`src/rtl/seq_pkg.sv`:
```
// Shared definitions for the serial sequence transmitter and detectors.
// Contents: state encodings, the default idle line level, and a pattern-length clamp helper.
package seq_pkg;

   localparam logic [1:0] STATE_IDLE  = 2'b00;
   localparam logic [1:0] STATE_SHIFT = 2'b01;
   localparam logic [1:0] STATE_GAP   = 2'b10;
   localparam logic [1:0] STATE_DONE  = 2'b11;

   // A high idle line keeps zero-sensitive detectors quiet.
   localparam logic SEQ_IDLE_LEVEL = 1'b1;

   typedef enum logic [1:0] {
      IDLE  = STATE_IDLE,
      SHIFT = STATE_SHIFT,
      GAP   = STATE_GAP,
      DONE  = STATE_DONE
   } seq_state_e;

   // Limit a requested length-minus-one to the physical register size.
   function automatic int unsigned clamp_len(input int unsigned len, input int unsigned width);
      return (len > width - 1) ? width - 1 : len;
   endfunction

endpackage

```
`src/rtl/seq_tx_shreg.sv`:
```
// Loadable left-shift PISO register for the pattern transmitter.
// Ports: clk/reset (sync, active-high); load takes data_in (priority over shift);
// shift moves the register one place left; msb_sel picks the bit presented on msb_c.
module seq_tx_shreg #(
   parameter int unsigned WIDTH = 8
) (
   input  logic                     clk,
   input  logic                     reset,
   input  logic                     load,
   input  logic                     shift,
   input  logic [WIDTH-1:0]         data_in,
   input  logic [$clog2(WIDTH)-1:0] msb_sel,
   output logic                     msb_c
);

   logic [WIDTH-1:0] q;

   // Register update: load wins over shift.
   always_ff @(posedge clk) begin
      if (reset) begin
         q <= '0;
      end else if (load) begin
         q <= data_in;
      end else if (shift) begin
         q <= {q[WIDTH-2:0], 1'b0};
      end
   end

   // The active pattern's top bit sits at msb_sel, not always at WIDTH-1.
   assign msb_c = q[msb_sel];

endmodule

```
`src/rtl/seq_pattern_tx.sv`:
```
// Serial bit-pattern transmitter: sends pattern MSB first, one bit per clk,
// repeated reps+1 times with GAP_CYCLES idle cycles between repeats.
// Ports: clk, reset (sync, active-high); start/pattern/len_m1/reps request a send
// (sampled in IDLE only); abort cancels; dout/dout_valid serial line;
// busy high outside IDLE; done pulses for one cycle after the final bit.
module seq_pattern_tx
   import seq_pkg::*;
#(
   parameter int unsigned WIDTH      = 8,
   parameter int unsigned GAP_CYCLES = 2,
   parameter logic        IDLE_LEVEL = SEQ_IDLE_LEVEL
) (
   input  logic                     clk,
   input  logic                     reset,
   input  logic                     start,
   input  logic [WIDTH-1:0]         pattern,
   input  logic [$clog2(WIDTH)-1:0] len_m1,
   input  logic [7:0]               reps,
   input  logic                     abort,
   output logic                     dout,
   output logic                     dout_valid,
   output logic                     busy,
   output logic                     done
);

   localparam int unsigned LW = $clog2(WIDTH);
   localparam int unsigned GW = (GAP_CYCLES > 0) ? $clog2(GAP_CYCLES + 1) : 1;

   seq_state_e        state_q, state_d;
   logic [LW-1:0]     bit_idx_q, bit_idx_d;
   logic [7:0]        rep_cnt_q, rep_cnt_d;
   logic [GW-1:0]     gap_cnt_q, gap_cnt_d;
   logic [WIDTH-1:0]  sh_pattern_q, sh_pattern_d;
   logic [LW-1:0]     sh_len_q, sh_len_d;
   logic              dout_d, dout_valid_d, busy_d, done_d;

   logic              sr_load_c, sr_shift_c, sr_msb_c;
   logic [WIDTH-1:0]  sr_data_c;
   logic [LW-1:0]     len_c;

   assign len_c = LW'(clamp_len(32'(len_m1), WIDTH));

   seq_tx_shreg #(.WIDTH(WIDTH)) u_shreg (
      .clk     (clk),
      .reset   (reset),
      .load    (sr_load_c),
      .shift   (sr_shift_c),
      .data_in (sr_data_c),
      .msb_sel (sh_len_q),
      .msb_c   (sr_msb_c)
   );

   // State, counters, shadow copies and output registers.
   always_ff @(posedge clk) begin
      if (reset) begin
         state_q      <= IDLE;
         bit_idx_q    <= '0;
         rep_cnt_q    <= '0;
         gap_cnt_q    <= '0;
         sh_pattern_q <= '0;
         sh_len_q     <= '0;
         dout         <= IDLE_LEVEL;
         dout_valid   <= 1'b0;
         busy         <= 1'b0;
         done         <= 1'b0;
      end else begin
         state_q      <= state_d;
         bit_idx_q    <= bit_idx_d;
         rep_cnt_q    <= rep_cnt_d;
         gap_cnt_q    <= gap_cnt_d;
         sh_pattern_q <= sh_pattern_d;
         sh_len_q     <= sh_len_d;
         dout         <= dout_d;
         dout_valid   <= dout_valid_d;
         busy         <= busy_d;
         done         <= done_d;
      end
   end

   // Next state and next output values. The first bit of every send is taken
   // straight from the pattern and the shifter is loaded one place ahead, so the
   // shifter's selected bit is always the next bit to transmit.
   always_comb begin
      state_d      = state_q;
      bit_idx_d    = bit_idx_q;
      rep_cnt_d    = rep_cnt_q;
      gap_cnt_d    = gap_cnt_q;
      sh_pattern_d = sh_pattern_q;
      sh_len_d     = sh_len_q;
      sr_load_c    = 1'b0;
      sr_shift_c   = 1'b0;
      sr_data_c    = sh_pattern_q;
      dout_d       = IDLE_LEVEL;
      dout_valid_d = 1'b0;
      busy_d       = 1'b1;
      done_d       = 1'b0;

      unique case (state_q)
         IDLE: begin
            busy_d = 1'b0;
            if (start && !abort) begin
               state_d      = SHIFT;
               sh_pattern_d = pattern;
               sh_len_d     = len_c;
               rep_cnt_d    = reps;
               bit_idx_d    = len_c;
               sr_load_c    = 1'b1;
               sr_data_c    = pattern << 1;
               dout_d       = pattern[len_c];
               dout_valid_d = 1'b1;
               busy_d       = 1'b1;
            end
         end

         SHIFT: begin
            if (abort) begin
               state_d = IDLE;
               busy_d  = 1'b0;
            end else if (bit_idx_q != '0) begin
               bit_idx_d    = bit_idx_q - LW'(1);
               sr_shift_c   = 1'b1;
               dout_d       = sr_msb_c;
               dout_valid_d = 1'b1;
            end else if (rep_cnt_q == 8'd0) begin
               state_d = DONE;
               done_d  = 1'b1;
            end else begin
               rep_cnt_d = rep_cnt_q - 8'd1;
               if (GAP_CYCLES == 0) begin
                  // Back-to-back repeat: next pattern's first bit follows immediately.
                  bit_idx_d    = sh_len_q;
                  sr_load_c    = 1'b1;
                  sr_data_c    = sh_pattern_q << 1;
                  dout_d       = sh_pattern_q[sh_len_q];
                  dout_valid_d = 1'b1;
               end else begin
                  state_d   = GAP;
                  gap_cnt_d = GW'(GAP_CYCLES - 1);
                  sr_load_c = 1'b1;
                  sr_data_c = sh_pattern_q;
               end
            end
         end

         GAP: begin
            if (abort) begin
               state_d = IDLE;
               busy_d  = 1'b0;
            end else if (gap_cnt_q == '0) begin
               state_d      = SHIFT;
               bit_idx_d    = sh_len_q;
               sr_shift_c   = 1'b1;
               dout_d       = sr_msb_c;
               dout_valid_d = 1'b1;
            end else begin
               gap_cnt_d = gap_cnt_q - GW'(1);
            end
         end

         DONE: begin
            state_d = IDLE;
            busy_d  = 1'b0;
         end

         default: begin
            state_d = IDLE;
            busy_d  = 1'b0;
         end
      endcase
   end

endmodule
```
`config.mk`:
```
export PLATFORM = sky130hd
export DESIGN_NAME = seq_pattern_tx
export DESIGN_NICKNAME = d
export VERILOG_FILES = /design/src/rtl/seq_pkg.sv /design/src/rtl/seq_tx_shreg.sv /design/src/rtl/seq_pattern_tx.sv
export SDC_FILE = /design/constraint.sdc
export NUM_CORES = 1
export LEC_CHECK = 0
export ABC_CLOCK_PERIOD_IN_PS = 2700
export CORE_MARGIN = 2
export CORE_UTILIZATION = 45
export CTS_CLUSTER_DIAMETER = 60
export DETAILED_ROUTE_END_ITERATION = 8
export DONT_BUFFER_PORTS = 1
export GPL_TIMING_DRIVEN = 0
export MAX_ROUTING_LAYER = met4
export PLACE_DENSITY_LB_ADDON = 0.08
export SETUP_SLACK_MARGIN = 0.4
export SYNTH_ARGS = -nofsm -noshare
export SYNTH_HDL_FRONTEND = slang
export SYNTH_SLANG_ARGS = --single-unit
```
`constraint.sdc`:
```
create_clock -name clk -period 2.7 [get_ports clk]
set_input_delay 0.54 -clock clk [delete_from_list [all_inputs] [get_ports clk]]
set_output_delay 0.54 -clock clk [all_outputs]
set_load 0.03 [all_outputs]
```
# Yosys cells after proc, flatten, opt, wreduce, memory -nomap -nowiden
# Cells that the tools add are included.
# W data, S select, Z words.
# totals
register_bits,38
out_inout_bits,4
# op_classes
add_sub_neg,3
n_lt_le_gt_ge,2
n_eq_ne,13
muxes,52
bitwise,1
reduce_logical,17
# op_table
operator,count
$mux W8,8
$mux W2,10
$mux W1,18
$ne A2 B2 Y1 const B,8
$pmux W8 S2,1
$mux W3,5
$reduce_and A6 Y1,2
$pmux W1 S3,3
$pmux W3 S3,1
$logic_not A8 Y1,1
$lt A3 B4 Y1 const B,2
$pmux W2 S4,1
$sub A8 B1 Y8 const B,1
$bmux W1 S3,2
$ne A3 B3 Y1 const B,2
$reduce_bool A2 Y1,3
$reduce_bool A3 Y1,2
$reduce_and A5 Y1,1
$eq A2 B2 Y1 const B,2
$logic_not A2 Y1,2
$pmux W1 S2,2
$pmux W2 S2,1
$reduce_or A4 Y1,1
$reduce_and A3 Y1,1
other kinds (8),8

# Logic depth before layout (Yosys ltp)
# depth
ltp_word,6
mapped_depth,8
mapped_depth_nobuf,7

# Hierarchy
# From an unflattened synthesis, not the netlist that was laid out.
# unflattened
cells_unflattened,268
hier_area_um2,2275.9
# by_module_without_submodules
module,n_inst,cells_each,area_each_um2
seq_pattern_tx,1,230,1855.5
seq_tx_shreg,1,38,420.4

# Worst setup path after synthesis
# Ideal clock, no wire load.
# synth_timing
kind,register -> register
startpoint,reg state_q[1]
endpoint,reg rep_cnt_q[3]
setup_ps,132
arrival_time_ps,1695
required_time_ps,2568
setup_slack_ps,873
path_stages_with_launch,8
synth_period_minus_slack_ps,1827
cell_sequence,dfxtp_1 > inv_1 > ha_1 > buf_6 > or2b_2 > a221o_4 > o21ai_0 > a21oi_1
# synth_via
elab_chain_cells,3
# synth_lines
item,line_no,text
"start, declared",seq_pattern_tx.sv:29,"seq_state_e state_q, state_d;"
"start signal, assigned",seq_pattern_tx.sv:67,state_q <= state_d;
$eq A2 B1 Y1 / $logic_not A2 Y1 (equally long branches),seq_pattern_tx.sv:98,unique case (state_q)
$ne A2 B2 Y1 (no line) / $reduce_bool A2 Y1 (equally long branches),-,
$reduce_and A5 Y1 (no line),-,
"end signal, assigned",seq_pattern_tx.sv:69,rep_cnt_q <= rep_cnt_d;
"end, declared",seq_pattern_tx.sv:31,"logic [7:0] rep_cnt_q, rep_cnt_d;"
# Several ways; a longest one is shown, not always the timed one.
# A chain may end at the register's enable or synchronous reset.

# Final worst setup path
# layout_timing
startpoint,reg state_q[0]
endpoint,reg u_shreg.q[3]
# layout_via
elab_chain_cells,3
# layout_lines
item,line_no,text
$eq A2 B1 Y1 (tied with other cells),seq_pattern_tx.sv:98,
$pmux W1 S2 / $mux W8 (equally long branches),-,
$mux W8 / $reduce_bool A2 Y1 (equally long branches),-,
"end signal, assigned",seq_tx_shreg.sv:23,q <= data_in;
"end signal, assigned",seq_tx_shreg.sv:25,"q <= {q[WIDTH-2:0], 1'b0};"
"end, declared",seq_tx_shreg.sv:16,logic [WIDTH-1:0] q;
# Several ways; a longest one is shown, not always the timed one.

==> results.sh <==
export IMPL_finalSetupTns_ns=0
export IMPL_synth_cells=255
export IMPL_ctsHtreeMaxLevel=2
export IMPL_num_vias=1842
export IMPL_end_kind="register"
export IMPL_status="finished clean"
export IMPL_ioPinCount=27
export IMPL_setup_slack_ns=0.6165
export IMPL_synth_edf_count=0
export IMPL_startpoint_type="register"
export IMPL_max_slew_margin_rel_pct=53.62
export IMPL_fin_util_pct=50.89
export IMPL_tightest_slew_ns=0.6915
export IMPL_hold_path_class="in2reg"
export IMPL_grt_pass1_vias=1736
export IMPL_path_clk_slew_ns=0.08
export IMPL_grt_max_degree=12
export IMPL_wl_met1_um=2494
export IMPL_power_total_uw=2636
export IMPL_hpwl_um=3681
export IMPL_rsz0062_at_grt="no"
export IMPL_p_per_area_mw_per_mm2=1089
export IMPL_fmax_mhz=480.0
export IMPL_cp_max_fo=10
export IMPL_ys_ff_latch=38
export IMPL_die_area_mm2=0.005519
export IMPL_drt_wirelength_per_cell_um=15.16
export IMPL_drt_iter0_drc=72
export IMPL_most_common_layout_cells="nand2_1 (38), dfxtp_1 (38), a21oi_1 (35)"
export IMPL_fin_skew_ns=0.005271
export IMPL_ir_worst_vdd_v=0.0005418
export IMPL_portBuffers=0
export IMPL_n_fill_cell=478
export IMPL_cts_tree="yes"
export IMPL_syn_area_per_cell_um2=8.719
export IMPL_vias_per_cell=5.582
export IMPL_fin_crit_sh_pct=77.17
export IMPL_synth_distinct_cells=51
export IMPL_die_h_um=74.29
export IMPL_dr_pass1_iters=4
export IMPL_finalHoldViolCount=0
export IMPL_cap_violations=0
export IMPL_grt_pass1_wl_um=8335
export IMPL_crit_arrival_ns=2.31
export IMPL_drive_above_1_share_pct=17.11
export IMPL_final_min_clock_period_ns=2.083
export IMPL_cts_root_buf="clkbuf_8"
export IMPL_gp_congestion=0.8016
export IMPL_met2WireLength_um=2171
export IMPL_syn_nets=289
export IMPL_grt_total_usage_pct=20.62
export IMPL_clock_path_buffers=2
export IMPL_yosysTopAreaCell="dfxtp_1"
export IMPL_post_cts_setup_buffer_count=0
export IMPL_ys_flop_type="dfxtp_1"
export IMPL_syn_to_final_growth_pct=8.835
export IMPL_core_mm2=0.004755
export IMPL_start_util_pct=46.76
export IMPL_synth_top_area_share_pct=34.21
export IMPL_static_leakage_power_uw=0.0009138
export IMPL_overflow=0
export IMPL_clock_latency_ns=0.29
export IMPL_die_x_um=74.29
export IMPL_synthesis_area_mm2=0.002223
export IMPL_async_flop_share_pct=0
export IMPL_final_nets=296
export IMPL_numCtsBuffers=5
export IMPL_highest_layer="met4"
export IMPL_totalWireLength_um=5002
export IMPL_ant_nets=0
export IMPL_synth_area_leaders="dfxtp_1 (34%), a21oi_1 (7.9%), nand2_1 (6.4%), ha_1 (6.2%), mux2i_1 (4.1%)"
export IMPL_required_ns=2.92
export IMPL_setup_violations=0
export IMPL_drc=0
export IMPL_yosys_warnings=0
export IMPL_path_class="reg2reg"
export IMPL_cts_hold_buf=0
export IMPL_drv_slew=0
export IMPL_fp_row_count=25
export IMPL_ys_seq_area_share_pct=34.21
export IMPL_wl_met3_um=259
export IMPL_dp_slack_ns=0.4144
export IMPL_grt_antenna_before_repair=0
export IMPL_antenna_cells=0
export IMPL_cts_sinks=38
routing by layer:
| layer | global-route usage [%] | vias to the layer above |
|---|---|---|
| met5 | - | - |
| met4 | 6.548 | 0 |
| met3 | 5.149 | 9 |
| met2 | 30.16 | 37 |
| met1 | 28.08 | 863 |
| li1 | - | 933 |
per-stage QoR:
stage	instances	area (um2)	hold slack [ns]
detailed placement	322	2307	0.4506
finish	330	2420	0.3809
floorplan	255	2223	0.4363
CTS	330	2400	0.3686
global placement	322	2307	0.4446
global route	330	2420	0.3817
repair_timing:
item / 4_1_cts / 5_1_grt
pin swaps: 0 / 0
resized for setup: 1 / 5
setup endpoints to repair: 2 / 11
hold endpoints to repair: 0 / 0
Yosys cell counts (all sizes together) (2+ instances only):
| master | instances |
|---|---|
| dfxtp | 38 |
| mux2i | 9 |
| a31o | 7 |
| mux2 | 4 |
| o31a | 3 |
| or3 | 2 |
| or2 | 2 |
| nor2b | 4 |
| o22ai | 2 |
| nor4 | 2 |
| nand2 | 38 |
| clkbuf | 8 |
| a211oi | 5 |
| nand3b | 3 |
| a22oi | 2 |
| a211o | 2 |
| mux4 | 4 |
| nor2 | 10 |
| o21ai | 14 |
| a21oi | 35 |
| ha | 11 |
| and2 | 2 |
| nor3b | 2 |
| inv | 14 |
| o211ai | 2 |
| nand3 | 2 |
| buf | 3 |
| nor3 | 3 |
| nand2b | 6 |
path summary, 6_finish.rpt:
| path | slack, ns | cells past startpoint | startpoint | to |
|---|---|---|---|---|
| worst max register to register | 0.62 | 8 | state_q[0] | u_shreg.q[3] |
| worst max-delay path | 0.62 | 8 | state_q[0] | u_shreg.q[3] |
| worst min-delay path | 0.38 | 2 | len_m1[0] | sh_len_q[0] |
| worst min register to register | 0.46 | 2 | bit_idx_q[0] | bit_idx_q[0] |
area by class of cell:
cell class	count	area (um2)	area share, %
multi-input cells	191	1363	56.31
clock buffers	7	86.33	3.568
clock inverters	1	5.005	0.2068
inverters	14	52.55	2.172
well taps	67	83.83	3.464
plain buffers	12	68.82	2.844
flip-flops and latches	38	760.7	31.44
worst max-delay path, cell delays in order, from the launching register on:
cell and delay (ns):
dfxtp_1 0.37, inv_1 0.13, ha_1 0.38, inv_1 0.11, nor2_2 0.27, clkbuf_2 0.31, nand2_1 0.11, a31o_2 0.24
a21oi_1 0.10
report_power, final:
| part | leakage [uW] | switching, uW | internal [uW] |
|---|---|---|---|
| Clock | 0.0000482 | 200 | 206 |
| Sequential | 0.000311 | 160 | 710 |
| Combinational | 0.000555 | 766 | 595 |
| Total | 0.000914 | 1130 | 1510 |
kinds of logic after synthesis:
family	count (synthesis)	share of synthesized area [%]
adders and majority gates	11	6.190
DFF	38	34.21
xor gates and xnor gates	1	0.3940
buffers and inverters	26	5.346
and+or+nand+nor	82	19.25
AOI/OAI and AO/OA	80	24.48
muxes	17	10.13
registers in the layout, indices dropped and copies added, names as in the netlist:
signal        flops
u_shreg.q         8
sh_len_q          3
sh_pattern_q      8
dout_valid        1
rep_cnt_q         8
gap_cnt_q         2
state_q           2
bit_idx_q         3
done              1
busy              1
dout              1
Note: power is estimated with default switching activity, not from simulation.
